File: config.mk
export PLATFORM = sky130hd
export DESIGN_NAME = kbd_event_queue
export DESIGN_NICKNAME = d
export VERILOG_FILES = /design/src/rtl/kbd_event_queue.sv
export SDC_FILE = /design/constraint.sdc
export NUM_CORES = 1
export LEC_CHECK = 0
export CORE_UTILIZATION = 36
export DETAILED_ROUTE_END_ITERATION = 10
export SLEW_MARGIN = 20
export SYNTH_ARGS = -nofsm -noshare
export SYNTH_HDL_FRONTEND = slang
export SYNTH_SLANG_ARGS = --single-unit
File: constraint.sdc
create_clock -name clk -period 12 [get_ports clk]
set_input_delay 1.8 -clock clk [delete_from_list [all_inputs] [get_ports clk]]
set_output_delay 1.8 -clock clk [all_outputs]
set_load 0.02 [all_outputs]
File: src/rtl/kbd_event_queue.sv
// Debounced key-event queue feeding the Hack CPU keyboard read port.
// Optional build macro KBD_RELEASE_EVENTS_EN adds release events (16'h8000 | code).
module kbd_event_queue #(
  parameter int DEPTH         = 8,
  parameter int STABLE_CYCLES = 16
) (
  input  logic                     clk,
  input  logic                     resetn,
  input  logic [15:0]              key_code,
  input  logic                     rd_en,
  output logic [15:0]              rd_data,
  output logic                     empty,
  output logic [$clog2(DEPTH):0]   count,
  output logic                     overflow
);

  localparam int AW = $clog2(DEPTH);
  localparam int PW = AW + 1;
  localparam int SW = (STABLE_CYCLES > 1) ? $clog2(STABLE_CYCLES) : 1;
  localparam logic [SW-1:0] STAB_MAX = SW'(STABLE_CYCLES - 1);

  logic [15:0]   r_sample;
  logic [SW-1:0] r_stab;
  logic [15:0]   r_accepted;
  logic [PW-1:0] r_wr_ptr;
  logic [PW-1:0] r_rd_ptr;
  logic          r_overflow;
  logic [15:0]   r_mem [DEPTH];

  logic          w_stable;
  logic          w_change;
  logic          w_accept;
  logic          w_push_req;
  logic [15:0]   w_push_data;
  logic          w_empty;
  logic          w_full;
  logic          w_pop;
  logic          w_push;

  // Stability filter: stab counts consecutive cycles with key_code == sample.
  always_ff @(posedge clk or negedge resetn) begin
    if (!resetn) begin
      r_sample <= '0;
      r_stab   <= '0;
    end else begin
      r_sample <= key_code;
      if (key_code != r_sample)
        r_stab <= '0;
      else if (r_stab != STAB_MAX)
        r_stab <= r_stab + SW'(1);
    end
  end

  assign w_stable = (r_stab == STAB_MAX);
  assign w_change = (r_sample != r_accepted);

`ifdef KBD_RELEASE_EVENTS_EN
  logic [15:0] r_pend;
  logic        r_pend_valid;
  logic        w_pend_load;

  // A pending press blocks acceptance so release/press ordering is preserved.
  assign w_accept = w_stable && w_change && !r_pend_valid;

  always_comb begin
    w_push_req  = 1'b0;
    w_push_data = '0;
    w_pend_load = 1'b0;
    if (r_pend_valid) begin
      w_push_req  = 1'b1;
      w_push_data = r_pend;
    end else if (w_accept) begin
      w_push_req = 1'b1;
      if (r_accepted != 16'd0) begin
        w_push_data = 16'h8000 | r_accepted;
        w_pend_load = (r_sample != 16'd0);
      end else begin
        w_push_data = r_sample;
      end
    end
  end

  always_ff @(posedge clk or negedge resetn) begin
    if (!resetn) begin
      r_pend       <= '0;
      r_pend_valid <= 1'b0;
    end else if (r_pend_valid) begin
      r_pend_valid <= 1'b0;
    end else if (w_pend_load) begin
      r_pend       <= r_sample;
      r_pend_valid <= 1'b1;
    end
  end
`else
  assign w_accept = w_stable && w_change;

  always_comb begin
    w_push_req  = 1'b0;
    w_push_data = '0;
    if (w_accept && (r_sample != 16'd0)) begin
      w_push_req  = 1'b1;
      w_push_data = r_sample;
    end
  end
`endif

  always_ff @(posedge clk or negedge resetn) begin
    if (!resetn)
      r_accepted <= '0;
    else if (w_accept)
      r_accepted <= r_sample;
  end

  // Pointers carry one extra MSB so full and empty are distinguishable.
  assign w_empty = (r_wr_ptr == r_rd_ptr);
  assign w_full  = (r_wr_ptr[AW] != r_rd_ptr[AW]) &&
                   (r_wr_ptr[AW-1:0] == r_rd_ptr[AW-1:0]);
  assign w_pop   = rd_en && !w_empty;
  assign w_push  = w_push_req && (!w_full || w_pop);

  always_ff @(posedge clk or negedge resetn) begin
    if (!resetn) begin
      r_wr_ptr   <= '0;
      r_rd_ptr   <= '0;
      r_overflow <= 1'b0;
    end else begin
      if (w_push)
        r_wr_ptr <= r_wr_ptr + PW'(1);
      if (w_pop)
        r_rd_ptr <= r_rd_ptr + PW'(1);
      if (w_push_req && w_full && !w_pop)
        r_overflow <= 1'b1;
    end
  end

  // Storage is not reset; the pointers alone define valid contents.
  always_ff @(posedge clk) begin
    if (w_push)
      r_mem[r_wr_ptr[AW-1:0]] <= w_push_data;
  end

  assign rd_data  = w_empty ? 16'd0 : r_mem[r_rd_ptr[AW-1:0]];
  assign empty    = w_empty;
  assign count    = r_wr_ptr - r_rd_ptr;
  assign overflow = r_overflow;

endmodule
; Yosys cells after proc, flatten, opt, wreduce, memory -nomap -nowiden
; Memories as Yosys holds them, arrays and structs flattened.
; Index checks and enable logic that the tools add are counted.
[word_totals]
word_cells = 38
mem_count = 1
romBits = 0
register_bits = 45
latch_bits = 0
ramBits = 128
[classes]
n_lt_le_gt_ge = 0
bitwise_logic = 0
shift = 0
multipliers = 0
muxes = 7
reduce_logical = 13
n_div = 0
n_eq_ne = 7
addsub = 4
[memory_table]
columns = memory, depth, width, rd, rd_clocked_by_memory_dff, wr, line
row1 = r_mem, 8, 16, 1, 0, 1, 28  ; logic [15:0] r_mem [DEPTH];
[op_table]
columns = op, count
row1 = $mux W16, 2
row2 = $ne A16 B16 Y1, 2
row3 = $reduce_bool A16 Y1, 1
row4 = $add A4 B1 Y4 const B, 3
row5 = $mux W4, 2
row6 = $logic_and A1 B1 Y1, 7
row7 = $eq A4 B4 Y1, 1
row8 = $eq A4 B4 Y1 const B, 1
row9 = $ne A4 B4 Y1 const B, 1
row10 = $sub A4 B4 Y4, 1
row11 = $eq A3 B3 Y1, 1
row12 = $logic_not A1 Y1, 3
row13 = $mux W1, 3
row14 = $reduce_bool A2 Y1, 1
row15 = $logic_or A1 B1 Y1, 1
row16 = $ne A1 B1 Y1, 1

; Depth between registers and ports, before layout
[logic_depth]
depth_word = 7
ltp_mapped = 9
mapped_depth_nobuf = 7

; Worst setup path before layout
; Ideal clock, no wire load.
[synth_path]
path_kind = in2reg
start = input rd_en
end = memory r_mem[3][0] (enable)
setup_slack_ns = 7.495
required_ns = 11.564
setup_time_ns = 0.436
arrival_ns = 4.069
stages = 4
n_path_buf = 0
path_cell_list = or3_1 > nand2_1 > nor3_2 > nor4b_1
[synth_via]
elab_chain_cells = 5
[synth_rtl]
columns = element, line
row1 = from (decl), 10  ; input logic rd_en,
row2 = $logic_and A1 B1 Y1, 118  ; assign w_pop = rd_en && !w_empty;
row3 = $logic_or A1 B1 Y1, 119  ; assign w_push = w_push_req && (!w_full || w_pop);
row4 = $logic_and A1 B1 Y1, 119
row5 = $mux W1, 138  ; if (w_push)
row6 = $mux W1 (implied by the code), 139  ; r_mem[r_wr_ptr[AW-1:0]] <= w_push_data;
row7 = to (decl), 28
; No other way between the ends.

; Worst setup path after layout
[layout_path]
start = register r_rd_ptr[2]
end = output empty
[layout_via]
elab_chain_cells = 1
[layout_rtl]
columns = element, line
row1 = from (decl), 26  ; logic [PW-1:0] r_rd_ptr;
row2 = from (signal assigned), 130  ; r_rd_ptr <= r_rd_ptr + PW'(1);
row3 = $eq A4 B4 Y1, 115  ; assign w_empty = (r_wr_ptr == r_rd_ptr);
row4 = to (decl), 12  ; output logic empty,
; No other way between the ends.

==> impl_metrics.tcl <==
set metrics [dict create \
    fin_util_pct 43.2 \
    clockBufferDepth 2 \
    holdWs_ns 0.492 \
    drc 0 \
    area_growth_pct 17.7 \
    maxSlewHeadroom_pct 32.4 \
    wl_um 13800 \
    regArea_sq_um 4970 \
    min_from "r_rd_ptr[3]$_DFFE_PN0P_" \
    ant_nets 0 \
    initial_core_util_pct 36.7 \
    ir_drop_mv 0.107 \
    regToRegEndpoint "r_mem[1][0]$_DFFE_PP_" \
    ys_seq_elements 173 \
    drt-vias-per-instance 4.88 \
    cp_max_fo 18 \
    rsz0062_at_grt "false" \
    grt_pass1_wl_um 21600 \
    setup_violations 0 \
    power_density_nw_per_um2 167 \
    dieArea_sq_um 20300 \
    fin_skew_ns 0.00984 \
    setup_tns_ns 0 \
    port_buffers 40 \
    synth_area_sq_um 7120 \
    max_cap_violations 0 \
    dpl.hpwl_um 8530 \
    rows 51 \
    p_seq_share_pct 47.3 \
    diodes 0 \
    cts_tree "yes" \
    p_int_mw 1.03 \
    crit_arrival_ns 3.50 \
    tightestPinTransition_ns 1.01 \
    hold_viol_final 0 \
    antenna_found_initial 0 \
    drv_slew 0 \
    r2r_start "r_rd_ptr[2]$_DFFE_PN0P_" \
    worstSkewPairLatency_ns 0.42 \
    grt_usage_pct 14.9 \
    combPwrFrac_pct 16.2 \
    place_area_sq_um 7830 \
    p_clk_share_pct 36.5 \
    die_x_um 143 \
    n_fill_cell 1726 \
    ys_async_sr_fraction_pct 26.0 \
    leakagePower_nw 3.26 \
    cts_setup_buffers 0 \
    synth_edf_count 128 \
    clk_pin_slew_worst_paths_ns 0.07 \
    cts.sinks 173 \
    core_sq_um 19400 \
    cts_buffers 17 \
    grt_pass1_vias 3905 \
    htreeDepth 4 \
    multi_input_comb_area_sq_um 2040 \
    place_ws_ns 7.04 \
    min_path_cells 1 \
    ctsHoldBuffers 0 \
    stdcell_count 742 \
    fin_crit_ns 5.30 \
    fin_area_sq_um 8370 \
    num-nets-final 490 \
    drt-pass1-iter-count 4 \
    wl_per_cell_um 18.6 \
    io_pins 41 \
    worst_slack_ns 6.70 \
    crit_type "register to output port" \
    place.gp.congestion 0.756 \
    reg2reg_setup_slack_ns 8.34 \
    holdPathEnd "r_rd_ptr[3]$_DFFE_PN0P_" \
    grt-ovfl-total 0 \
    end_kind "output port" \
    seq_area_frac_synth_pct 69.8 \
    post-place-cells 710 \
    root_buffer "clkbuf_16" \
    status "complete, no violations" \
    max_freq_mhz 189 \
    vias 3618 \
    cp-start-kind "register" \
    syn_nets 442 \
    ys_warn_count 0 \
    die_y_um 143 \
    synth_cell_type_count 38 \
    required_ns 10.20 \
    cts_resized 0 \
    syn_area_per_cell_sq_um 17.1 \
    period_share_pct 44.1 \
    syn_inst 416 \
    reg2reg_depth 7 \
    finalPower_mw 1.40 \
    drt_iter0_drc 325 \
    switching_power_mw 0.368 \
    hold_path.class "register to register" \
    drive_gt1_share_pct 16.8 \
    grt_max_degree 46 \
    p_sw_share_pct 26.2 \
    synth_top_flop_cell "edfxtp_1" \
]
==> registers in the layout, summed over array words and instances, names as in the netlist <==
register and cells:
overflow 1, r_accepted 16, r_mem 128, r_rd_ptr 4, r_sample 16, r_stab 4
r_wr_ptr 4
==> kinds of logic after synthesis <==
logic type	count (synthesis)	synth area share [%]
adder cells (fa/ha/maj)	7	1.34
buffers and inverters	27	1.62
multiplexers	51	13.3
XOR/XNOR	42	5.17
flip-flops	173	69.8
AND/OR/NAND/NOR	96	7.26
AO/OA/AOI/OAI	20	1.51
==> cell usage after synthesis (2+ instances only) <==
cell type	instances	share of area [%]
mux2_2	5	0.79
xor2_1	19	2.3
nand4_1	6	0.53
a21oi_1	17	1.2
and3_1	3	0.26
nand3_1	5	0.35
and3b_1	3	0.37
nand2_1	34	1.8
clkbuf_1	9	0.47
ha_1	6	1.1
edfxtp_1	128	54
mux2_1	10	1.6
xnor2_1	23	2.8
buf_1	2	0.11
inv_1	9	0.47
nor3_1	2	0.14
nor2_1	9	0.47
mux4_2	32	10
buf_2	5	0.35
nor4_1	10	0.88
and2_1	16	1.4
mux2_4	3	0.63
dfrtp_1	45	16
==> power by group through the flow <==
stage	Combinational [mW]	Sequential, mW	Clock [mW]
detailed placement	0.233	0.677	0
finish	0.228	0.663	0.511
global placement	0.231	0.676	0
global route	0.247	0.666	0.544
floorplan	0.164	0.666	0
CTS	0.234	0.664	0.520
==> area by class of cell <==
| cell class | instances | share of cell area [%] |
|---|---|---|
| Timing Repair Buffer | 46 | 5.29 |
| Clock inverter | 9 | 1.06 |
| Multi-Input combinational cell | 216 | 24.4 |
| Sequential cell | 173 | 59.4 |
| Inverter | 10 | 0.448 |
| Clock buffer | 23 | 5.47 |
| Tap cell | 265 | 3.96 |
==> critical path, stage by stage, from the launching register on <==
cell and delay, ns:
dfrtp_1 0.35, clkinv_1 0.59, ha_1 0.63, and4_1 0.75, clkdlybuf4s50_1 0.75
==> worst max path at each step <==
stage                     slack, ns                    start  cells after the start                     to
after floorplan                7.49                    rd_en                      4  r_mem[3][0]$_DFFE_PP_
after global placement         7.09  r_rd_ptr[2]$_DFFE_PN0P_                      4                  empty
after detailed placement       7.04  r_rd_ptr[2]$_DFFE_PN0P_                      4                  empty
after CTS                      6.57  r_rd_ptr[2]$_DFFE_PN0P_                      4                  empty
after global routing           6.46  r_rd_ptr[2]$_DFFE_PN0P_                      4                  empty
final                          6.70  r_rd_ptr[2]$_DFFE_PN0P_                      4                  empty
==> cell usage in the layout (no fill, tap or decap), types with 2 or more instances in the layout <==
cell	netlist	final
xor2_1	19	19
nor3_1	2	2
clkinv_4	0	2
mux2_4	3	3
edfxtp_1	128	128
nand3_1	5	5
clkinvlp_4	0	2
buf_4	0	7
nand2_1	34	34
inv_1	9	9
ha_1	6	6
clkinv_1	1	2
nor4_1	10	9
mux2_2	5	5
clkbuf_1	9	5
and3b_1	3	3
nor2_1	9	9
and3_1	3	3
clkdlybuf4s50_1	0	39
nand4_1	6	6
a21oi_1	17	17
mux4_2	32	32
and2_1	16	16
mux2_1	10	10
dfrtp_1	45	44
clkbuf_16	0	17
inv_6	0	2
xnor2_1	23	23
==> routing by layer <==
metal	global-route usage [%]	share of wire, %	vias up
met3	3.67	3.6	17
met2	25.1	50	65
li1	-	-	1670
met1	18.8	45	1866
met5	0	0	-
met4	4.81	1.3	0
Note: power is estimated with default switching activity, not from simulation.
